[src/rtl/gol_gen_timer.sv]
// Generation-timing controller for the Game-of-Life grid engine: programmable
// interval, run/pause/single-step, optional ack handshake and a generation limit.
module gol_gen_timer #(
  parameter int CNT_W            = 32,
  parameter int GEN_W            = 16,
  parameter int DEFAULT_INTERVAL = 250000,
  parameter int USE_ACK          = 1
) (
  input  logic             clk,
  input  logic             reset,
  input  logic             run,
  input  logic             step,
  input  logic             interval_wr,
  input  logic [CNT_W-1:0] interval_in,
  input  logic [GEN_W-1:0] gen_limit,
  input  logic             clear_gen,
  input  logic             update_ack,
  output logic             enable_update,
  output logic             busy,
  output logic [GEN_W-1:0] gen_count,
  output logic             limit_hit,
  output logic [CNT_W-1:0] interval_q,
  output logic [1:0]       dbg_state
);

  typedef enum logic [1:0] {
    S_IDLE  = 2'd0,
    S_COUNT = 2'd1,
    S_WAIT  = 2'd2
  } state_t;

  localparam logic [CNT_W-1:0] ONE_C = CNT_W'(1);
  localparam logic [GEN_W-1:0] ONE_G = GEN_W'(1);
  localparam logic [CNT_W-1:0] DEF_C = CNT_W'(DEFAULT_INTERVAL);
  localparam logic             ACK_B = (USE_ACK != 0);

  state_t           r_state;
  state_t           w_state_next;
  logic [CNT_W-1:0] r_counter;
  logic [CNT_W-1:0] w_counter_next;
  logic [CNT_W-1:0] r_interval;
  logic             r_enable;
  logic             w_fire;
  logic             w_complete;
  logic [GEN_W-1:0] r_gen;
  logic [GEN_W-1:0] w_gen_inc;
  logic [GEN_W-1:0] w_gen_next;
  logic             r_limit;
  logic             w_limit_next;

  // Handshake: enable_update is a one-cycle command; update_ack is honoured
  // only in WAIT and never in the same cycle enable_update is high.

  always_ff @(posedge clk or posedge reset) begin
    if (reset) begin
      r_state <= S_IDLE;
    end else begin
      r_state <= w_state_next;
    end
  end

  always_comb begin
    w_state_next = r_state;
    case (r_state)
      S_IDLE: begin
        if (step && !r_limit) begin
          w_state_next = ACK_B ? S_WAIT : S_IDLE;
        end else if (run && !r_limit) begin
          w_state_next = S_COUNT;
        end
      end
      S_COUNT: begin
        if (!run) begin
          w_state_next = S_IDLE;
        end else if (w_fire) begin
          if (ACK_B) begin
            w_state_next = S_WAIT;
          end else if (w_limit_next) begin
            w_state_next = S_IDLE;
          end
        end
      end
      S_WAIT: begin
        if (!ACK_B) begin
          w_state_next = S_IDLE;
        end else if (w_complete) begin
          w_state_next = (run && !w_limit_next) ? S_COUNT : S_IDLE;
        end
      end
      default: w_state_next = S_IDLE;
    endcase
  end

  // >= rather than == so a lowered interval fires on the very next cycle.
  always_comb begin
    w_fire         = 1'b0;
    w_complete     = 1'b0;
    w_counter_next = r_counter;
    case (r_state)
      S_IDLE: begin
        w_counter_next = '0;
        if (step && !r_limit) begin
          w_fire     = 1'b1;
          w_complete = !ACK_B;
        end
      end
      S_COUNT: begin
        if (!run) begin
          w_counter_next = '0;
        end else if (r_counter >= (r_interval - ONE_C)) begin
          w_fire         = 1'b1;
          w_complete     = !ACK_B;
          w_counter_next = '0;
        end else begin
          w_counter_next = r_counter + ONE_C;
        end
      end
      S_WAIT: begin
        w_counter_next = '0;
        w_complete     = ACK_B && update_ack && !r_enable;
      end
      default: w_counter_next = '0;
    endcase
  end

  always_comb begin
    w_gen_inc    = (r_gen == '1) ? r_gen : (r_gen + ONE_G);
    w_gen_next   = r_gen;
    w_limit_next = r_limit;
    if (clear_gen) begin
      w_gen_next   = '0;
      w_limit_next = 1'b0;
    end else if (w_complete) begin
      w_gen_next = w_gen_inc;
      if ((gen_limit != '0) && (w_gen_inc >= gen_limit)) begin
        w_limit_next = 1'b1;
      end
    end
  end

  always_ff @(posedge clk or posedge reset) begin
    if (reset) begin
      r_counter  <= '0;
      r_enable   <= 1'b0;
      r_gen      <= '0;
      r_limit    <= 1'b0;
      r_interval <= DEF_C;
    end else begin
      r_counter <= w_counter_next;
      r_enable  <= w_fire;
      r_gen     <= w_gen_next;
      r_limit   <= w_limit_next;
      if (interval_wr) begin
        r_interval <= (interval_in == '0) ? ONE_C : interval_in;
      end
    end
  end

  assign enable_update = r_enable;
  assign busy          = (r_state == S_WAIT);
  assign gen_count     = r_gen;
  assign limit_hit     = r_limit;
  assign interval_q    = r_interval;
  assign dbg_state     = r_state;

endmodule
[config.mk]
export PLATFORM = sky130hd
export DESIGN_NAME = gol_gen_timer
export DESIGN_NICKNAME = d
export VERILOG_FILES = /design/src/rtl/gol_gen_timer.sv
export SDC_FILE = /design/constraint.sdc
export NUM_CORES = 1
export LEC_CHECK = 0
export BUFFER_PORTS_ARGS = -buffer_cell sky130_fd_sc_hd__buf_2
export CORE_MARGIN = 4
export CORE_UTILIZATION = 57
export CTS_CLUSTER_DIAMETER = 40
export DETAILED_ROUTE_END_ITERATION = 8
export PLACE_DENSITY = 0.83
export SLEW_MARGIN = 20
export SYNTH_ARGS = -nofsm -noshare
export SYNTH_HDL_FRONTEND = slang
export SYNTH_SLANG_ARGS = --single-unit
[constraint.sdc]
create_clock -name clk -period 4.8 [get_ports clk]
set_input_delay 0.96 -clock clk [delete_from_list [all_inputs] [get_ports clk]]
set_output_delay 0.96 -clock clk [all_outputs]
set_load 0.02 [all_outputs]
# Word-level counts from Yosys, hierarchy flattened
# Index checks and enable logic that the tools add are counted.
[classes] addsub=3 magnitude_cmp=2 eq_ne=6 mux=22 n_reduce_logical=13
[op_table] operator="$mux 32" n=4
[op_table] operator="$mux 16" n=3
[op_table] operator="$add 32x1->32 const B" n=1
[op_table] operator="$ge 32x32->1" n=1
[op_table] operator="$logic_not 32->1" n=1
[op_table] operator="$sub 32x1->32 const B" n=1
[op_table] operator="$add 16x1->16 const B" n=1
[op_table] operator="$eq 16x16->1 const B" n=1
[op_table] operator="$ge 16x16->1" n=1
[op_table] operator="$reduce_bool 16->1" n=1
[op_table] operator="$mux 2" n=5
[op_table] operator="$mux 1" n=8
[op_table] operator="$ne 3x3->1 const B" n=2
[op_table] operator="$pmux 2 s3" n=1
[op_table] operator="$logic_and 1x1->1" n=5
[op_table] operator="$logic_not 1->1" n=3
[op_table] operator="$reduce_and 3->1" n=1
[op_table] operator="$eq 2x1->1 const B" n=1
[op_table] operator="$eq 2x2->1 const B" n=1
[op_table] operator="$logic_not 2->1" n=1
[op_table] operator="$ne 2x1->1 const B" n=1
[op_table] operator="$pmux 1 s2" n=1
[op_table] operator="$reduce_bool 2->1" n=1
[word_totals] register_bits=84 inputBits=55 output_inout_bits=53 wordCells=52

# Logic depth before layout (Yosys ltp)
[depth] ltp_word=12 ltp_mapped=15 depth_no_buf=13

# Least setup slack after synthesis
# OpenSTA, ideal clock, no wires.
[synth_timing] kind="flip-flop to flip-flop" startpoint="register r_interval[2], in the netlist interval_q[2]" endpoint="register r_counter[10]" setup_ps=71 t_arrival_ps=3782 t_required_ps=4729 slack_ps=946 stages_incl_launch_ff=16 path_buffers=2 synth_period_minus_slack_ps=3854 path_cell_list="dfrtp_1 -> or4_4 -> nor4_4 -> nand3_2 -> or3_4 -> nor4_4 -> xnor2_1 -> ha_1 -> a21o_1 -> a21o_1 -> a22oi_1 -> nand2_1 -> or4b_1 -> clkbuf_1 -> buf_2 -> nor2_1"
[synth_between] elab_chain_len=5
[synth_rtl] element="from (decl)" line_no="41" source="logic [CNT_W-1:0] r_interval;"
[synth_rtl] element="from (signal assigned)" line_no="154" source="r_interval <= (interval_in == '0) ? ONE_C : interval_in;"
[synth_rtl] element="$sub 32x1->32" line_no="110" source="end else if (r_counter >= (r_interval - ONE_C)) begin"
[synth_rtl] element="$ge 32x32->1" line_no="110"
[synth_rtl] element="$mux 32" line_no="110"
[synth_rtl] element="$mux 32" line_no="108" source="if (!run) begin"
[synth_rtl] element="$mux 32" line_no="99" source="case (r_state)"
[synth_rtl] element="named net w_counter_next[10]" line_no="40" source="logic [CNT_W-1:0] w_counter_next;"
[synth_rtl] element="to (signal assigned)" line_no="149" source="r_counter <= w_counter_next;"
[synth_rtl] element="to (decl)" line_no="39" source="logic [CNT_W-1:0] r_counter;"
# The timed path passes the listed nets, and every way through them passes these cells.
# A chain may end at the register's enable or synchronous reset.

# Final worst setup path
[layout_timing] startpoint="register r_interval[2], in the netlist interval_q[2]" endpoint="register r_state[0], in the netlist dbg_state[0]"
[layout_between] elab_chain_len=7
[layout_rtl] element="$sub 32x1->32" line_no="110"
[layout_rtl] element="$ge 32x32->1" line_no="110"
[layout_rtl] element="$mux 1" line_no="110"
[layout_rtl] element="$mux 1" line_no="108"
[layout_rtl] element="$pmux 1 s2" line_no="99"
[layout_rtl] element="$ne 3x3->1 (no source line)"
[layout_rtl] element="$reduce_and 3->1 (no source line)"
[layout_rtl] element="to (signal assigned)" line_no="58" source="r_state <= w_state_next;"
[layout_rtl] element="to (decl)" line_no="37" source="state_t r_state;"
# Every way passes these cells.

==> impl_metrics.sql <==
INSERT INTO impl_metrics (metric_group, metric, value, unit) VALUES
('run_status', 'outcome', 'complete, no violations', ''),
('timing', 'timing.slew.headroom', '0.4418', ''),
('floorplan', 'die_w', '108.2', 'µm'),
('logic_synthesis', 'synth.mux.area_fraction', '0.07193', ''),
('timing', 'worst_pin_slew', '0.8257', 'ns'),
('logic_synthesis', 'fraction_of_synthesis_flops_using_an_asynchronous_set_or_reset_pin', '1.000', ''),
('clocking', 'deepest_clock_path_buffer_count', '2', ''),
('timing', 'timing_max_transition_violations_final', '0', ''),
('power', 'irDropWorstVdd', '0.2193', 'mV'),
('logic_synthesis', 'yosys.area_share.adder', '0.1115', ''),
('logic_synthesis', 'synth-edff-count', '0', ''),
('logic_synthesis', 'postSynthAreaPerCell', '9.397', 'µm²'),
('floorplan', 'die-area', '0.01171', 'mm²'),
('detailed_routing', 'dr.first_iter.drc_count', '246', ''),
('logic_synthesis', 'dominantRegCellSynth', 'dfrtp_1', ''),
('logic_synthesis', 'synth_seq_cells', '84', ''),
('final_layout', 'antenna-diode-count', '0', ''),
('critical_path', 'timing.critical_path.arrival', '4.29', 'ns'),
('clocking', 'cts_hold_buffers', '0', ''),
('global_routing', 'grt.overflow.total', '0', ''),
('timing', 'clock_skew', '0.009212', 'ns'),
('final_layout', 'area_growth', '15.06', '%'),
('detailed_routing', 'num_vias', '5008', ''),
('timing', 'setup_viol_count_final', '0', ''),
('timing', 'timing.setup.tns', '0', 'ns'),
('timing', 'fin_crit_sh', '0.8463', ''),
('global_routing', 'vias_in_the_first_global_route', '5135', ''),
('floorplan', 'ioPinCount', '108', ''),
('global_routing', 'grt_usage', '0.2539', ''),
('critical_path', 'critPathCaptureType', 'flop', ''),
('logic_synthesis', 'synthesis.area', '0.005723', 'mm²'),
('logic_synthesis', 'synth_top_family_by_area', 'simple AND/OR/NAND/NOR gates', ''),
('logic_synthesis', 'synth_simple_gate_area_frac', '0.2333', ''),
('floorplan', 'die_height', '108.2', 'µm'),
('clocking', 'h-tree-depth', '3', ''),
('logic_synthesis', 'syn-instance-count', '609', ''),
('clocking', 'cts_made_buffers', '9', ''),
('clocking', 'cts_resized', '0', ''),
('detailed_routing', 'drt_pass1_iterations', '5', ''),
('floorplan', 'row_count', '36', ''),
('detailed_routing', 'drt-wirelength-per-cell', '16.76', 'µm'),
('timing', 'report.final.hold_viol_count', '0', ''),
('logic_synthesis', 'synth.area.top_cells', 'dfrtp_1 34%, ha_1 11%, xnor2_1 7.3%', ''),
('critical_path', 'worst_setup_path_endpoint', 'dbg_state[0]', ''),
('detailed_routing', 'detail-route-antenna-nets', '0', ''),
('logic_synthesis', 'synth-seq-area-share', '0.3688', ''),
('critical_path', 'crit_path_max_fanout', '15', ''),
('critical_path', 'cp-startpoint', 'interval_q[2]', ''),
('clocking', 'clockRootBuffer', 'clkbuf_8', ''),
('clocking', 'clk_pin_slew', '0.09', 'ns'),
('timing', 'post-route-min-period', '4.062', 'ns'),
('final_layout', 'multi_input_combinational_cell_area', '0.003446', 'mm²'),
('critical_path', 'required_time_reported_for_the_critical_path_endpoint', '5.03', 'ns'),
('logic_synthesis', 'synth.net_count', '715', ''),
('critical_path', 'reg2reg_from', 'interval_q[2]', ''),
('detailed_routing', 'drc', '0', ''),
('critical_path', 'regToRegSetupSlack', '0.74', 'ns'),
('logic_synthesis', 'yosys.area_share.xor_xnor', '0.1178', ''),
('logic_synthesis', 'post_synth_num_cell_types', '55', ''),
('critical_path', 'rr_endpoint', 'dbg_state[0]', ''),
('final_layout', 'final.fill_count', '785', ''),
('critical_path', 'critical_path_class', 'flop to flop', ''),
('clocking', 'postCtsSetupRepairBufs', '0', ''),
('final_layout', 'utilization', '0.6737', ''),
('detailed_routing', 'total_wirelength', '14.28', 'mm'),
('timing', 'rsz0062_at_grt', 'no', ''),
('global_routing', 'antenna_found_initial', '0', ''),
('placed_design', 'dp_hpwl', '11.10', 'mm'),
('flow_run', 'cap_viol_max_count', '0', ''),
('logic_synthesis', 'synth.yosys.warnings', '0', ''),
('power', 'power_density', '260.7', 'mW/mm²');
==> cell families after synthesis <==
family          Yosys count
simple gates            253
flops                    84
xor+xnor                 77
compound gates           63
fa+ha+maj                51
buf+inv                  44
mux                      37
==> placed cells by master (no fill, tap or decap), types with 4 or more instances in the layout <==
master	netlist	routed
or4_1	5	5
dfrtp_1	77	77
nand4_1	19	19
mux2i_1	4	4
nand3_1	25	25
nor3_1	11	11
nor4_1	17	17
ha_1	51	51
buf_2	4	107
inv_1	28	27
a21oi_1	25	24
nor2_1	74	74
o21ai_0	15	15
and3_1	12	12
mux2_2	33	33
nor3_2	4	4
a21o_1	4	4
dfstp_2	7	7
nand2b_1	6	6
xor2_1	29	29
xnor2_1	48	48
nor2b_1	7	7
clkbuf_8	0	9
nand2_1	46	46
==> where the power goes <==
part / leakage [nW] / internal, mW / switching, mW
clock network: 0.100 / 0.243 / 0.269
registers: 1.09 / 0.755 / 0.0713
logic: 1.77 / 0.152 / 0.227
total: 2.95 / 1.15 / 0.567
==> Yosys cell counts, types with 9 or more instances <==
cell type / number
dfrtp_1: 77
nor2_1: 74
ha_1: 51
xnor2_1: 48
nand2_1: 46
mux2_2: 33
xor2_1: 29
inv_1: 28
a21oi_1: 25
nand3_1: 25
nand4_1: 19
nor4_1: 17
o21ai_0: 15
and3_1: 12
nor3_1: 11
clkbuf_1: 9
==> critical path, cell delays in order, from the launching register on <==
cell,delay [ns]
dfrtp_1,0.45
or4_4,0.59
nor4_4,0.23
nand3_2,0.19
or3_4,0.45
nor3_2,0.19
xnor2_1,0.10
ha_1,0.31
nand4_1,0.16
nor4_1,0.43
o211ai_1,0.15
a41oi_1,0.22
or4b_1,0.17
buf_4,0.20
o211ai_1,0.11
==> state kept, by name (all words and copies together) (netlist names) <==
register       flops
dbg_state          2
limit_hit          1
gen_count         16
enable_update      1
interval_q        32
r_counter         32
==> layout make-up <==
class                      instances  share of cell area
clock buffer                       9             0.01881
clock inverter                     7             0.01121
inverter                          28             0.01615
multi-input combinational        481              0.5233
sequential                        84              0.3205
tap                              133             0.02527
timing repair buffer             110             0.08474
==> layer usage <==
| layer | up-vias | share of wire | global-route usage |
|---|---|---|---|
| met4 | 0 | 0.027 | 0.1010 |
| met5 | - | 0 | 0 |
| li1 | 2361 | - | - |
| met3 | 37 | 0.051 | 0.04239 |
| met2 | 164 | 0.47 | 0.4112 |
| met1 | 2446 | 0.45 | 0.3413 |
==> stage by stage <==
step	std cells	total power, mW	setup slack [ns]	hold WS [ns]
global route	852	1.796	0.3435	0.5548
CTS	852	1.723	0.7181	0.5221
floorplan	609	1.071	0.9462	0.4672
detailed placement	836	1.215	0.7314	0.5064
global placement	836	1.194	0.9361	0.4987
finish	852	1.717	0.7379	0.5239
==> worst min-delay path by stage <==
stage	start	end	slack, ns	cells past startpoint
2_1_floorplan	r_counter[0]	r_counter[0]	0.47	1
3_3_place_gp	r_counter[0]	r_counter[0]	0.50	1
3_5_place_dp	r_counter[0]	r_counter[0]	0.51	1
4_1_cts	r_counter[0]	r_counter[0]	0.52	1
5_1_grt	r_counter[0]	r_counter[0]	0.55	1
6_report	r_counter[0]	r_counter[0]	0.52	1
(Power assumes the default switching activity.)
